File: config.mk
export PLATFORM = sky130hd
export DESIGN_NAME = ifu_fetch_ctrl
export DESIGN_NICKNAME = d
export VERILOG_FILES = /design/src/rtl/ifu_fetch_ctrl.sv
export SDC_FILE = /design/constraint.sdc
export NUM_CORES = 1
export LEC_CHECK = 0
export ABC_AREA = 0
export ABC_CLOCK_PERIOD_IN_PS = 4900
export BUFFER_PORTS_ARGS = -buffer_cell sky130_fd_sc_hd__buf_2
export CAP_MARGIN = 10
export CORE_MARGIN = 2
export CORE_UTILIZATION = 57
export DETAILED_ROUTE_END_ITERATION = 7
export HOLD_SLACK_MARGIN = 0.02
export PLACE_DENSITY_LB_ADDON = 0.05
export SLEW_MARGIN = 20
export SYNTH_ARGS = -nofsm -noshare
export SYNTH_HDL_FRONTEND = slang
export SYNTH_SLANG_ARGS = --single-unit
File: constraint.sdc
create_clock -name clk -period 4.9 [get_ports clk]
set_clock_uncertainty 0.2 [all_clocks]
set_input_delay 1.47 -clock clk [delete_from_list [all_inputs] [get_ports clk]]
set_output_delay 1.47 -clock clk [all_outputs]
set_load 0.05 [all_outputs]
File: src/rtl/ifu_fetch_ctrl.sv
// Instruction-fetch front end: credit-limited request issue, PC pairing, instruction buffer and redirect squash.
// Optional IFU_RSP_BYPASS_EN: an empty buffer forwards a live response straight to the head outputs.
module ifu_fetch_ctrl #(
  parameter logic [31:0] RESET_PC   = 32'h0000_0000,
  parameter int          FIFO_DEPTH = 2
) (
  input  logic        clk,
  input  logic        rst_n,
  input  logic        jump_flag_i,
  input  logic [31:0] jump_addr_i,
  input  logic        stall_i,
  input  logic        pred_taken_i,
  input  logic [31:0] pred_addr_i,
  output logic        ireq_valid_o,
  output logic [31:0] ireq_addr_o,
  input  logic        ireq_ready_i,
  input  logic        irsp_valid_i,
  input  logic [31:0] irsp_data_i,
  output logic [31:0] inst_o,
  output logic        inst_valid_o,
  output logic [31:0] pc_o
);

  localparam int PW = (FIFO_DEPTH > 1) ? $clog2(FIFO_DEPTH) : 1;
  localparam int CW = PW + 1;
  localparam int SW = CW + 1;

  typedef logic [PW-1:0] ptr_t;
  typedef logic [CW-1:0] cnt_t;

  logic [31:0] fetch_pc_q, fetch_pc_d;
  logic        req_valid_q, req_valid_d;
  logic [31:0] req_addr_q, req_addr_d;
  logic        stale_q, stale_d;
  cnt_t        outst_q, outst_d;
  cnt_t        drop_q, drop_d;

  logic [31:0] pcq_q [FIFO_DEPTH];
  logic [31:0] pcq_d [FIFO_DEPTH];
  ptr_t        pcq_wr_q, pcq_wr_d, pcq_rd_q, pcq_rd_d;

  logic [31:0] fifo_inst_q [FIFO_DEPTH];
  logic [31:0] fifo_inst_d [FIFO_DEPTH];
  logic [31:0] fifo_pc_q   [FIFO_DEPTH];
  logic [31:0] fifo_pc_d   [FIFO_DEPTH];
  ptr_t        fifo_wr_q, fifo_wr_d, fifo_rd_q, fifo_rd_d;
  cnt_t        fifo_cnt_q, fifo_cnt_d;

  logic [31:0] inst_q, inst_d, pc_q, pc_d;
  logic        inst_valid_q, inst_valid_d;

  logic        accept, rsp, rsp_keep, byp;
  logic        consume, pop, push;
  logic        exu_redir, pred_redir, redir;
  logic [31:0] redir_tgt, rsp_pc;
  logic [SW-1:0] credit_sum;
  logic        unused_addr_lsbs;

  assign unused_addr_lsbs = ^{jump_addr_i[1:0], pred_addr_i[1:0]};

  assign accept    = req_valid_q & ireq_ready_i;
  assign rsp       = irsp_valid_i & (outst_q != '0);
  assign rsp_pc    = pcq_q[pcq_rd_q];
  assign exu_redir = jump_flag_i;
  // A live response is only worth keeping if nothing older is still being squashed.
  assign rsp_keep  = rsp & (drop_q == '0) & ~exu_redir;

`ifdef IFU_RSP_BYPASS_EN
  assign byp          = rsp_keep & (fifo_cnt_q == '0);
  assign inst_valid_o = inst_valid_q | byp;
  assign inst_o       = byp ? irsp_data_i : inst_q;
  assign pc_o         = byp ? rsp_pc      : pc_q;
`else
  assign byp          = 1'b0;
  assign inst_valid_o = inst_valid_q;
  assign inst_o       = inst_q;
  assign pc_o         = pc_q;
`endif

  assign consume    = inst_valid_o & ~stall_i & ~exu_redir;
  assign pred_redir = consume & pred_taken_i;
  assign redir      = exu_redir | pred_redir;
  assign redir_tgt  = exu_redir ? {jump_addr_i[31:2], 2'b00} : {pred_addr_i[31:2], 2'b00};
  assign pop        = inst_valid_q & consume;
  assign push       = rsp_keep & ~pred_redir & ~(byp & ~stall_i);

  assign ireq_valid_o = req_valid_q;
  assign ireq_addr_o  = req_addr_q;

  always_comb begin
    pcq_d    = pcq_q;
    pcq_wr_d = pcq_wr_q + ptr_t'(accept);
    pcq_rd_d = pcq_rd_q + ptr_t'(rsp);
    if (accept) pcq_d[pcq_wr_q] = req_addr_q;
    outst_d = outst_q + cnt_t'(accept) - cnt_t'(rsp);

    drop_d = drop_q;
    if (rsp && (drop_q != '0)) drop_d = drop_d - cnt_t'(1);
    if (accept && stale_q)     drop_d = drop_d + cnt_t'(1);
    // Everything still in flight after this cycle belongs to the old path.
    if (redir)                 drop_d = outst_d;

    stale_d = stale_q;
    if (accept) stale_d = 1'b0;
    if (redir && req_valid_q && !accept) stale_d = 1'b1;

    fetch_pc_d = fetch_pc_q;
    if (accept && !stale_q) fetch_pc_d = fetch_pc_q + 32'd4;
    if (redir)              fetch_pc_d = redir_tgt;

    fifo_inst_d = fifo_inst_q;
    fifo_pc_d   = fifo_pc_q;
    if (push) begin
      fifo_inst_d[fifo_wr_q] = irsp_data_i;
      fifo_pc_d[fifo_wr_q]   = rsp_pc;
    end
    if (redir) begin
      fifo_wr_d  = '0;
      fifo_rd_d  = '0;
      fifo_cnt_d = '0;
    end else begin
      fifo_wr_d  = fifo_wr_q + ptr_t'(push);
      fifo_rd_d  = fifo_rd_q + ptr_t'(pop);
      fifo_cnt_d = fifo_cnt_q + cnt_t'(push) - cnt_t'(pop);
    end

    credit_sum = SW'(outst_d) + SW'(fifo_cnt_d);
    if (req_valid_q && !accept) begin
      req_valid_d = 1'b1;
      req_addr_d  = req_addr_q;
    end else begin
      req_valid_d = credit_sum < SW'(FIFO_DEPTH);
      req_addr_d  = fetch_pc_d;
    end

    // Output registers always mirror the buffer head as it will stand after this edge.
    inst_valid_d = fifo_cnt_d != '0;
    inst_d       = inst_q;
    pc_d         = pc_q;
    if (fifo_cnt_d != '0) begin
      inst_d = fifo_inst_d[fifo_rd_d];
      pc_d   = fifo_pc_d[fifo_rd_d];
    end
  end

  always_ff @(posedge clk or negedge rst_n) begin
    if (!rst_n) begin
      fetch_pc_q   <= RESET_PC;
      req_valid_q  <= 1'b0;
      req_addr_q   <= RESET_PC;
      stale_q      <= 1'b0;
      outst_q      <= '0;
      drop_q       <= '0;
      pcq_wr_q     <= '0;
      pcq_rd_q     <= '0;
      fifo_wr_q    <= '0;
      fifo_rd_q    <= '0;
      fifo_cnt_q   <= '0;
      inst_q       <= '0;
      pc_q         <= '0;
      inst_valid_q <= 1'b0;
      for (int i = 0; i < FIFO_DEPTH; i++) begin
        pcq_q[i]       <= '0;
        fifo_inst_q[i] <= '0;
        fifo_pc_q[i]   <= '0;
      end
    end else begin
      fetch_pc_q   <= fetch_pc_d;
      req_valid_q  <= req_valid_d;
      req_addr_q   <= req_addr_d;
      stale_q      <= stale_d;
      outst_q      <= outst_d;
      drop_q       <= drop_d;
      pcq_q        <= pcq_d;
      pcq_wr_q     <= pcq_wr_d;
      pcq_rd_q     <= pcq_rd_d;
      fifo_inst_q  <= fifo_inst_d;
      fifo_pc_q    <= fifo_pc_d;
      fifo_wr_q    <= fifo_wr_d;
      fifo_rd_q    <= fifo_rd_d;
      fifo_cnt_q   <= fifo_cnt_d;
      inst_q       <= inst_d;
      pc_q         <= pc_d;
      inst_valid_q <= inst_valid_d;
    end
  end

  always_ff @(posedge clk) begin
    if (rst_n) begin
      assert (!(push && !pop && !redir && fifo_cnt_q == cnt_t'(FIFO_DEPTH)));
      assert (!(accept && !rsp && outst_q == cnt_t'(FIFO_DEPTH)));
    end
  end

endmodule

---- Yosys cells after proc, flatten, opt, wreduce, memory -nomap -nowiden ----
Cells that the tools add are included.
word-level totals
  bits in registers ....................... 333
  input bits .............................. 103
cells by class
  add/subtract/negate cells ............... 12
  magnitude comparators ................... 7
  muxes and demuxes ....................... 30
  bitwise operators ....................... 17
  reductions and logical operators ........ 15
operators with widths
  operator               count
  $mux 32                14
  $bwmux 64              3
  $mux 64                2
  $demux 32 s1           2
  $add 32x3->32 const B  1
  $and 1x1->1            9
  $ge 2x2->1 const B     4
  $logic_and 1x1->1      8
  $mux 2                 4
  $not 1->2              4
  $reduce_bool 2->1      4
  $mux 1                 5
  $add 1x1->1            4
  $add 2x1->2            2
  $lt 2x1->1 const B     2
  $sub 2x1->2            2
  $add 2x2->3            1
  $lt 3x2->1 const B     1
  $not 1->1              3
  $add 2x1->2 const B    1
  $logic_not 1->1        2
  $logic_not 2->1        1
  $sub 2x1->2 const B    1
  $or 1x1->1             1

---- Longest topological paths before layout ----
Gate-level depths: netlist of run 1.
  word-level depth ........................ 12
  gate-level depth with buffers ........... 16
  depth with buffers taken out ............ 14

---- Least setup slack after synthesis of run 1 ----
Ideal clock, no wire load.
  kind .................................... input port to flip-flop
  start ................................... in pred_taken_i
  end ..................................... reg inst_q[0] (netlist: inst_o[0])
  library setup time ...................... 146 ps
  data arrival time ....................... 4,348 ps
  path slack .............................. 207 ps
  stages on the path ...................... 16
  buffers on the path ..................... 4
  path through ............................ and3b_1 -> nor2_2 -> clkbuf_1 -> buf_1 -> buf_2 -> nand2_1 -> ha_1 -> inv_1 -> ha_1 -> xnor2_1 -> xnor2_1 -> o21ai_1 -> inv_1 -> o21ai_1 -> clkbuf_1 -> o221ai_1
between the ends
  cells in the longest elaborated chain, start to end .. 7
  elaborated cells on any way between the ends .. 14
RTL lines
  element                 RTL line  RTL
  start: declaration      12        input logic pred_taken_i,
  $and 1x1->1 (*)         81        assign pred_redir = consume & pred_taken_i;
  $not 1->1               85        assign push = rsp_keep & ~pred_redir & ~(byp & ~stall_i);
  $and 1x1->1             85
  $add 2x1->2             124       fifo_cnt_d = fifo_cnt_q + cnt_t'(push) - cnt_t'(pop);
  $sub 2x1->2             124
  $mux 2 (*)              117       if (redir) begin
  $reduce_bool 2->1 (*)   n/a
  net inst_valid_d        50        logic inst_valid_q, inst_valid_d;
  end signal: assignment  182       inst_q <= inst_d;
  end: declaration        49        logic [31:0] inst_q, inst_d, pc_q, pc_d;
Mark *: on every way through the listed nets, which the timed path passes. The rest lies on a longest branch. The select of a mux whose other input is x is not followed.
A chain may end at the register's enable or synchronous reset.

---- Worst setup path after layout of run 1 ----
  start ................................... in pred_taken_i
  end ..................................... reg inst_q[22] (netlist: inst_o[22])
Same word-level chain as after synthesis.

==> out/qor.txt, run 1 <==
Leakage: 8.42 nW
Warnings, synthesis: 0
ratio of cells with drive above 1 in the final layout: 25.8%
initial antenna violation count: 0
Slew Viols, Final: 0
routed via count: 9947
GRT overflow: 0
maximum clock frequency: 0.251 GHz
cell depth of the worst flop-to-flop path: 15
most frequent cells in the layout: dfrtp_1 (332), buf_2 (195), inv_1 (141), nand2_1 (118), mux2i_1 (106)
Hold Vio Cnt, Final: 0
worst reg-to-reg setup slack: 1.46 ns
final net count: 1517
Post-Syn Area: 14400 um^2
CTS resizes: 0
Max Cap Viol: 0
Slew @ Worst Pin: 1.04 ns
Final Instance Area: 16700 um^2
Worst path top cell family by delay: buffers and inverters
I/O Pins: 201
Hold Path Class: register to register
setup bufs post-CTS: 0
setup slack after layout: 0.919 ns
Netlist cell types: 55
Cells after DPL: 1697
clk slew on worst S/H paths: 0.06 ns
PD cells: 666 nW/um^2
Die Y: 163 um
Worst Setup End Kind: register
Slew Limit Headroom: 30.4%
GPL Wtd Cong: 0.850
first-pass GRT wire length: 53.4 mm
met3 usage: 4.66%
# rows: 58
Die X: 163 um
All-Layer GR Usage: 25.3%
crit path buf inv count: 4
hold path cells: 2
Yosys reg bits: 333
Worst Hold Path EP: fifo_inst_q[41]$_DFF_PN0_
# diodes: 0
Power, Total: 11.1 mW
Final period util: 81.2%
DRT Wirelength: 32.5 mm
Pre-Repair DR Iteration Count: 5
hold_ws: 0.276 ns
core area: 25000 um^2
Worst path depth: 14
vias in the first global route: 10143
cts bufs inserted: 36
number of port buffers: 196
Period minus WS final: 3.98 ns
run status: completed
# clock sinks: 333
syn avg cell area: 11.7 um^2
met1 GRT Util: 34.9%
RSZ-0062 raised after global routing: false
Max IR drop VDD: 0.472 mV
Required @ worst endpoint: 5.03 ns
DRC Markers: 0
Clk Tree Root Cell: clkbuf_16
Initial Util: 57.5%
Main synth FF type: dfrtp_1
die area: 26500 um^2
Final ANT Viol Nets: 0
DRT iter0 DRCs: 720
Seq/Total Area, Yosys: 58.0%
post-synth net total: 1340
Fin Setup TNS: 0 ns
Finished Layout Cells: 1754
met2 usage: 42.2%
Hold Path Origin: fifo_inst_q[41]$_DFF_PN0_
H-tree levels: 2
async set or reset register ratio after synthesis: 100%
Setup violations, final: 0
Longest Clk Path Bufs: 3
Layout area overhead: 16.6%
CTS Hold Bufs: 0
CP peak stage delay: 0.64 ns
dpl hpwl: 20.5 mm
number of synthesized flops with an enable pin: 0
RR Startpoint: drop_q[0]$_DFF_PN0_
slowest library cell on the worst path: buf_4
pin count of the biggest net entering global routing: 121
DP Area: 15600 um^2
Setup CP Type: primary input to register
CP startpoint kind: primary input
Crit Path Max Fanout: 64
pre-CTS setup slack: 0.409 ns
commonest non-fill, non-tap cell in the layout: dfrtp_1
number of vias per cell: 5.67
DR WL/cell: 18.5 um
CTS tree: done
clock latency on the worst-skew pair: 0.50 ns
crit-path cells: buf_2, and3b_1, nor2_4, nand2_1, ha_1, inv_1, ha_1, xnor2_1, xnor2_1, o21ai_4, inv_1, nand2_2, buf_4, o221ai_1
Post-Synthesis Cells: 1228
Arr. time, crit path: 4.11 ns
gr busiest metal: met2
Critical R2R Capture: inst_o[22]$_DFFE_PN0P_
Final Util: 67.1%
-- power breakdown --
group / switching, mW / internal, mW / leakage, nW / total [mW]
Clock: 1.01 / 1.53 / 0.537 / 2.55
Combinational: 2.67 / 1.41 / 3.80 / 4.08
Sequential: 0.630 / 3.89 / 4.08 / 4.52
Total: 4.31 / 6.83 / 8.42 / 11.1
-- routing by layer --
layer / share of wire [%] / up-vias / routed length (um)
met5: 0 / - / 0
met4: 1.6 / 0 / 508
met3: 5.3 / 42 / 1710
met2: 48 / 224 / 15700
met1: 45 / 5039 / 14600
li1: - / 4642 / -
-- cell usage after synthesis, types with 8 or more instances --
library cell | number | area, um^2
mux2_2 | 81 | 912
clkbuf_1 | 46 | 173
nor2_1 | 22 | 82.6
o22ai_1 | 65 | 407
xor2_1 | 13 | 114
mux2i_1 | 106 | 1060
nand2_1 | 119 | 447
nor2b_1 | 28 | 175
dfrtp_1 | 333 | 8330
xnor2_1 | 21 | 184
o221ai_1 | 64 | 561
inv_1 | 141 | 529
a221oi_1 | 10 | 87.6
ha_1 | 8 | 100
buf_1 | 10 | 37.5
and3_1 | 8 | 50.1
a21oi_1 | 28 | 140
buf_2 | 15 | 75.1
a211oi_1 | 27 | 203
nand4_1 | 15 | 93.8
-- sequential cells by signal (all words and copies together) (netlist names) --
signal        count
inst_o           32
fifo_wr_q         1
pcq_rd_q          1
outst_q           2
pc_o             32
ireq_valid_o      1
fifo_rd_q         1
fetch_pc_q       32
pcq_wr_q          1
ireq_addr_o      32
fifo_pc_q        64
stale_q           1
pcq_q            64
inst_valid_o      1
drop_q            2
fifo_cnt_q        2
fifo_inst_q      64
-- worst max-delay path by stage --
stage	from	end	slack, ns
2_1_floorplan	pred_taken_i	inst_o[0]$_DFFE_PN0P_	0.21
3_3_place_gp	pred_taken_i	pc_o[1]$_DFFE_PN0P_	0.49
3_5_place_dp	pred_taken_i	inst_o[8]$_DFFE_PN0P_	0.41
4_1_cts	pred_taken_i	inst_o[11]$_DFFE_PN0P_	0.92
5_1_grt	pred_taken_i	inst_o[19]$_DFFE_PN0P_	0.73
6_report	pred_taken_i	inst_o[22]$_DFFE_PN0P_	0.92
-- cell type report --
| type | count | area (um^2) |
|---|---|---|
| repair buffers | 218 | 1220 |
| multi-input cells | 675 | 5140 |
| fillers | 1991 | 8230 |
| clock buffers | 55 | 1060 |
| well taps | 330 | 413 |
| inverters | 141 | 529 |
| clock inverters | 2 | 35.0 |
| flip-flops and latches | 333 | 8330 |
-- logic make-up after synthesis --
kind of cell / Yosys count / synth area share, %
DFF: 333 / 58.0
and+or+nand+nor: 234 / 8.32
buffers and inverters: 220 / 6.37
AOI/OAI and AO/OA: 211 / 10.6
muxes: 187 / 13.7
xor gates and xnor gates: 34 / 2.07
adders and majority gates: 9 / 0.837
-- worst min-delay path: stages (launching register included) --
cell and delay [ns]:
dfrtp_1 0.32, mux2i_1 0.07, inv_1 0.06
(Power assumes the default switching activity.)
==> run 2, diff against run 1 <==
--- a/config.mk
+++ b/config.mk
@@ -5,12 +5,12 @@
 export SDC_FILE = /design/constraint.sdc
 export NUM_CORES = 1
 export LEC_CHECK = 0
-export ABC_AREA = 0
-export ABC_CLOCK_PERIOD_IN_PS = 4900
+export ABC_AREA = 1
+export ABC_CLOCK_PERIOD_IN_PS = 4000
 export BUFFER_PORTS_ARGS = -buffer_cell sky130_fd_sc_hd__buf_2
 export CAP_MARGIN = 10
 export CORE_MARGIN = 2
-export CORE_UTILIZATION = 57
+export CORE_UTILIZATION = 58
 export DETAILED_ROUTE_END_ITERATION = 7
 export HOLD_SLACK_MARGIN = 0.02
 export PLACE_DENSITY_LB_ADDON = 0.05
==> constraint.sdc (replaced) <==
create_clock -name clk -period 4 [get_ports clk]
set_clock_uncertainty 0.2 [all_clocks]
set_input_delay 1.2 -clock clk [delete_from_list [all_inputs] [get_ports clk]]
set_output_delay 1.2 -clock clk [all_outputs]
set_load 0.05 [all_outputs]
==> run 2 against run 1 <==
Power up 25%. Sequential power is 16% higher. Via count increased by 35%. Utilization is 0.68 points higher. Global-route usage is 3.3 points higher. Register-to-register slack worse by 0.32 ns. Synthesized cell count is 59% higher. Combinational power is 32% higher. Synthesized area is 9.6% higher. Clock-buffer cell count shrank 1. First-iteration DRC count grew 74%. Cell area rose by 8.5%. Largest cell class unchanged.
==> out/qor.txt, run 2 <==
Critical R2R Capture: inst_o[2]$_DFFE_PN0P_
pin count of the biggest net entering global routing: 100
# rows: 60
sw power: 5.86 mW
slowest library cell on the worst path: buf_4
Hold Vio Cnt, Final: 0
PD cells: 769 nW/um^2
Final Util: 67.7%
number of synthesized flops with an enable pin: 0
I/O Pins: 201
Max IR drop VDD: 0.501 mV
Setup CP Type: primary input to register
Yosys top cell area share: 53.0%
CTS tree: done
Slew Limit Headroom: 26.9%
CTS resizes: 0
routed via count: 13382
Pint: 8.09 mW
cell depth of the worst flop-to-flop path: 10
Main synth FF type: dfrtp_1
switching share of power: 42.0%
Reg power frac: 37.7%
syn avg cell area: 8.03 um^2
Warnings, synthesis: 0
Clk Tree Root Cell: clkbuf_16
run status: completed
Longest Clk Path Bufs: 3
Yosys reg bits: 333
Seq/Total Area, Yosys: 53.0%
hold path cells: 2
Final ANT Viol Nets: 0
Hold Path Origin: pc_o[6]$_DFFE_PN0P_
largest area contributor in the netlist: dfrtp_1
maximum clock frequency: 0.322 GHz
RR Startpoint: outst_q[1]$_DFF_PN0_
Initial Util: 58.7%
Slew @ Worst Pin: 1.10 ns
DRC Markers: 0
DR WL/cell: 16.0 um
setup bufs post-CTS: 0
core area: 26800 um^2
worst reg-to-reg setup slack: 1.14 ns
Netlist cell types: 41
cts bufs inserted: 37
Die X: 169 um
commonest non-fill, non-tap cell in the layout: nand2_1
Hold Path Class: register to register
Slew Viols, Final: 0
multi-input logic area: 6450 um^2
number of port buffers: 196
Regs by FF count: fifo_inst_q (64), fifo_pc_q (64), pcq_q (64)
final net count: 2219
CP peak stage delay: 0.82 ns
Pre-Repair DR Iteration Count: 5
GPL Wtd Cong: 0.893
first-pass GRT wire length: 66.0 mm
Period minus WS final: 3.11 ns
Post-Syn Area: 15700 um^2
Required @ worst endpoint: 4.19 ns
crit path buf inv count: 3
FF/Latch Area: 8330 um^2
Crit Path Max Fanout: 99
Clock Power Share: 23.7%
number of vias per cell: 5.41
die area: 28500 um^2
crit-path cells: buf_2, o21ai_1, nor2_4, nand2_4, buf_4, nor2_4, buf_4, nand2_1, nand2_1, nor2_1, o21ai_0
# fillers: 2244
post-synth net total: 2070
Worst Setup End Kind: register
most frequent cells in the layout: nand2_1 (771), dfrtp_1 (332), buf_2 (195), o21ai_0 (194), nand3_1 (133)
All-Layer GR Usage: 28.6%
CP startpoint kind: primary input
initial antenna violation count: 0
logic gate share of total power: 38.6%
GRT overflow: 0
DRT iter0 DRCs: 1256
Post-Synthesis Cells: 1958
clk slew on worst S/H paths: 0.06 ns
Layout area overhead: 15.4%
Worst Hold Path EP: pc_o[6]$_DFFE_PN0P_
vias in the first global route: 13212
most frequent cell after synthesis: nand2_1
DRT Wirelength: 39.7 mm
Synth area leaders: dfrtp_1 (53%), nand2_1 (18%), o21ai_0 (6.2%)
H-tree levels: 2
Die Y: 169 um
Setup violations, final: 0
Final period util: 77.7%
Power, Total: 14.0 mW
Arr. time, crit path: 3.30 ns
ratio of cells with drive above 1 in the final layout: 15.9%
Worst path top cell family by delay: buffers and inverters
Max Cap Viol: 0
dpl hpwl: 25.3 mm
Leakage: 9.36 nW
RSZ-0062 raised after global routing: false
top cells by count, synth: nand2_1 (771), dfrtp_1 (333), o21ai_0 (194)
clock latency on the worst-skew pair: 0.52 ns
# clock sinks: 333
CTS Hold Bufs: 0
Fin Setup TNS: 0 ns
# diodes: 0
async set or reset register ratio after synthesis: 100%
run 2: changes by cell type after synthesis, sizes merged, moves of 27 or more:
cell | before | now
o21ai | 9 | 257
nand2 | 119 | 774
nor2b | 28 | 0
a211oi | 27 | 0
inv | 141 | 108
o221ai | 64 | 0
o22ai | 65 | 1
mux2 | 81 | 32
mux2i | 106 | 4
nor2 | 24 | 110
nand3 | 3 | 135
run 2: worst register-to-register path, delay by kind of cell, from the launching register on:
| family | cells | cell delay [ns] |
|---|---|---|
| AOI/OAI and AO/OA | 2 | 0.46 |
| DFF | 1 | 0.39 |
| and+or+nand+nor | 6 | 0.57 |
| buffers and inverters | 2 | 1.13 |
run 2: logic make-up after synthesis:
kind of cell,after synthesis,synth area share [%]
adders and majority gates,9,0.764
buffers and inverters,225,6.12
DFF,333,53.0
xor gates and xnor gates,16,0.891
AOI/OAI and AO/OA,293,9.94
and+or+nand+nor,1046,26.8
muxes,36,2.55
run 2: how the worst max path moves through the flow:
| stage | startpoint | to | slack (ns) | cells after the start |
|---|---|---|---|---|
| 3_5_place_dp | irsp_valid_i | inst_o[2]$_DFFE_PN0P_ | 0.39 | 11 |
| 2_1_floorplan | jump_flag_i | ireq_valid_o$_DFF_PN0_ | 0.37 | 13 |
| 4_1_cts | irsp_valid_i | inst_o[2]$_DFFE_PN0P_ | 0.93 | 11 |
| 3_3_place_gp | irsp_valid_i | inst_o[26]$_DFFE_PN0P_ | 0.44 | 11 |
| 5_1_grt | irsp_valid_i | inst_o[17]$_DFFE_PN0P_ | 0.72 | 11 |
| 6_report | irsp_valid_i | inst_o[2]$_DFFE_PN0P_ | 0.89 | 11 |
run 2: area by class of cell:
class	count	area share [%]
sequential	333	45.9
multi-input combinational	1400	35.5
timing repair buffer	227	7.50
clock buffer	54	5.79
tap	341	2.35
inverter	108	2.23
clock inverter	12	0.682
run 2: metrics by stage:
stage                     setup WS [ns]  std cells  hold WS, ns  instance area (um^2)
final                             0.893       2475        0.272                 18200
after detailed placement          0.388       2409        0.264                 17000
after global routing              0.720       2475        0.300                 18200
after global placement            0.440       2409        0.260                 17000
after CTS                         0.928       2475        0.279                 18200
after floorplan                   0.373       1958        0.239                 15700
run 2: power groups by stage:
| stage | Combinational [mW] | Clock (mW) | Sequential (mW) |
|---|---|---|---|
| 3_3_place_gp | 5.26 | 0 | 5.25 |
| 5_1_grt | 6.01 | 3.50 | 5.38 |
| 6_report | 5.39 | 3.30 | 5.26 |
| 2_1_floorplan | 2.82 | 0 | 6.35 |
| 4_1_cts | 5.42 | 3.36 | 5.26 |
| 3_5_place_dp | 5.39 | 0 | 5.30 |
run 2: per-layer routing:
layer,part of all wire (%),GRT usage (%)
met1,44,39.8
met2,48,47.8
met3,5.7,4.30
met4,1.7,6.86
met5,0,0
==> run 3, diff against run 2 <==
--- a/config.mk
+++ b/config.mk
@@ -6,11 +6,11 @@
 export NUM_CORES = 1
 export LEC_CHECK = 0
 export ABC_AREA = 1
-export ABC_CLOCK_PERIOD_IN_PS = 4000
+export ABC_CLOCK_PERIOD_IN_PS = 2840
 export BUFFER_PORTS_ARGS = -buffer_cell sky130_fd_sc_hd__buf_2
 export CAP_MARGIN = 10
 export CORE_MARGIN = 2
-export CORE_UTILIZATION = 58
+export CORE_UTILIZATION = 53
 export DETAILED_ROUTE_END_ITERATION = 7
 export HOLD_SLACK_MARGIN = 0.02
 export PLACE_DENSITY_LB_ADDON = 0.05
==> constraint.sdc (replaced) <==
create_clock -name clk -period 2.84 [get_ports clk]
set_clock_uncertainty 0.2 [all_clocks]
set_input_delay 0.852 -clock clk [delete_from_list [all_inputs] [get_ports clk]]
set_output_delay 0.852 -clock clk [all_outputs]
set_load 0.05 [all_outputs]
==> run 3 against run 2 <==
Setup slack worse by 0.70 ns. Utilization down 3.3 points. Critical path depth unchanged. Combinational power up 50%. Cell area up 4.3%. Sequential power up 41%. Sequential cell count unchanged.
==> out/qor.txt, run 3 (synthesized netlist as in run 2, its figures left out) <==
Power, Total: 20.3 mW
clock latency on the worst-skew pair: 0.52 ns
initial antenna violation count: 0
Arr. time, crit path: 2.84 ns
CTS tree: done
clk slew on worst S/H paths: 0.06 ns
Final Instance Area: 18900 um^2
Die X: 176 um
Slew Limit Headroom: 54.5%
dpl hpwl: 27.1 mm
Pre-Repair DR Iteration Count: 5
Period minus WS final: 2.64 ns
DP Area: 17700 um^2
crit-path cells: o21ai_2, inv_1, ha_1, inv_1, ha_1, xor2_1, xor2_1, inv_1, fa_1, nand2_1, nand2_1
logic gate share of total power: 39.8%
Hold Vio Cnt, Final: 0
Regs by FF count: fifo_inst_q (64), fifo_pc_q (64), pcq_q (64)
Reg power frac: 36.7%
# rows: 63
pin count of the biggest net entering global routing: 67
GPL Wtd Cong: 0.892
CP most frequent cell: inv_1
Max Cap Viol: 0
die area: 31100 um^2
Slew @ Worst Pin: 0.682 ns
routed via count: 13731
Final period util: 93.0%
Setup CP Type: register to register
RSZ-0062 raised after global routing: false
hold path cells: 2
run status: completed
All-Layer GR Usage: 27.4%
slowest library cell on the worst path: fa_1
Max IR drop VDD: 0.717 mV
Die Y: 176 um
Longest Clk Path Bufs: 3
I/O Pins: 201
PD cells: 1070 nW/um^2
H-tree levels: 2
vias in the first global route: 13669
hold_ws: 0.275 ns
cell depth of the worst flop-to-flop path: 11
ratio of cells with drive above 1 in the final layout: 19.1%
DRT iter0 DRCs: 906
Leakage: 9.77 nW
most frequent cells in the layout: nand2_1 (771), dfrtp_1 (331), buf_2 (195), o21ai_0 (185), nand3_1 (133)
Hold Path Class: register to register
cts bufs inserted: 38
CP startpoint kind: register
maximum clock frequency: 0.378 GHz
DR WL/cell: 15.9 um
switching share of power: 41.5%
multi-input logic area: 6490 um^2
DRC Markers: 0
DRT Wirelength: 41.5 mm
Pint: 11.9 mW
final net count: 2296
Layout area overhead: 20.4%
first-pass GRT wire length: 69.0 mm
Final Util: 64.4%
Final ANT Viol Nets: 0
Setup violations, final: 0
core area: 29400 um^2
Worst Setup End Kind: register
number of port buffers: 196
CP peak stage delay: 0.48 ns
commonest non-fill, non-tap cell in the layout: nand2_1
number of vias per cell: 5.28
Fin Setup TNS: 0 ns
# fillers: 2572
Initial Util: 53.5%
Clk Tree Root Cell: clkbuf_16
Required @ worst endpoint: 3.03 ns
Crit Path Max Fanout: 3
GRT overflow: 0
Slew Viols, Final: 0
Clock Power Share: 23.4%
sw power: 8.40 mW
FF/Latch Area: 8340 um^2
# clock sinks: 333
[run 3: cell count changes in the layout (fill, tap and decap cells not counted), moves of 3 or more]
cell | before | now
buf_12 | 11 | 17
buf_4 | 20 | 89
clkbuf_8 | 4 | 8
clkinv_2 | 8 | 5
o21ai_0 | 194 | 185
o21ai_1 | 63 | 71
[run 3: stage by stage]
| stage | setup WS (ns) | std cells |
|---|---|---|
| finish | 0.197 | 2602 |
| global route | 0.00496 | 2601 |
| CTS | 0.119 | 2601 |
| detailed placement | -0.348 | 2533 |
| global placement | -0.330 | 2533 |
| floorplan | -0.310 | 1958 |
[run 3: final cells by class]
cell class,count,share of cell area [%]
diodes,1,0.0132
clock buffers,58,5.95
clock inverters,9,0.416
inverters,108,2.15
multi-input cells,1400,34.3
flip-flops and latches,333,44.0
well taps,390,2.58
repair buffers,303,10.6
[run 3: metal layers]
metal / wire length (um) / track usage (%) / share of wire (%)
met3: 2270 / 4.03 / 5.5
met2: 19600 / 45.8 / 47
met4: 878 / 7.58 / 2.1
met1: 18800 / 37.6 / 45
met5: 0 / 0 / 0
[run 3: timing repair]
action                     in CTS  in global routing
hold endpoints to repair       12                  0
hold buffers                    1                  0
setup endpoints to repair       0                  1
gates resized for setup         0                  1
buffers inserted                0                  0
[run 3: worst paths after layout]
path,start,to,slack [ns]
setup / recovery,outst_q[1]$_DFF_PN0_,ireq_valid_o$_DFF_PN0_,0.20
hold / removal,pc_o[22]$_DFFE_PN0P_,pc_o[22]$_DFFE_PN0P_,0.27
hold reg to reg,pc_o[22]$_DFFE_PN0P_,pc_o[22]$_DFFE_PN0P_,0.27
min in group asynchronous,rst_n,inst_o[6]$_DFFE_PN0P_,0.60
setup reg to reg,outst_q[1]$_DFF_PN0_,ireq_valid_o$_DFF_PN0_,0.20
max in group asynchronous,rst_n,fetch_pc_q[25]$_DFF_PN0_,1.14
[run 3: critical path: cells and delay by family, from the launching register on]
kind | cells | cell delay [ns]
AO/OA/AOI/OAI | 1 | 0.23
adder cells (fa/ha/maj) | 3 | 0.93
AND/OR/NAND/NOR | 2 | 0.13
XOR/XNOR | 2 | 0.39
flip-flops | 1 | 0.40
buffers and inverters | 3 | 0.24
[run 3: power groups by stage]
stage / sequential [mW] / clock [mW] / combinational (mW)
6_report: 7.44 / 4.74 / 8.07
5_1_grt: 7.64 / 5.02 / 8.98
4_1_cts: 7.44 / 4.84 / 8.12
3_5_place_dp: 7.51 / 0 / 8.08
3_3_place_gp: 7.45 / 0 / 7.89
2_1_floorplan: 8.94 / 0 / 4.07
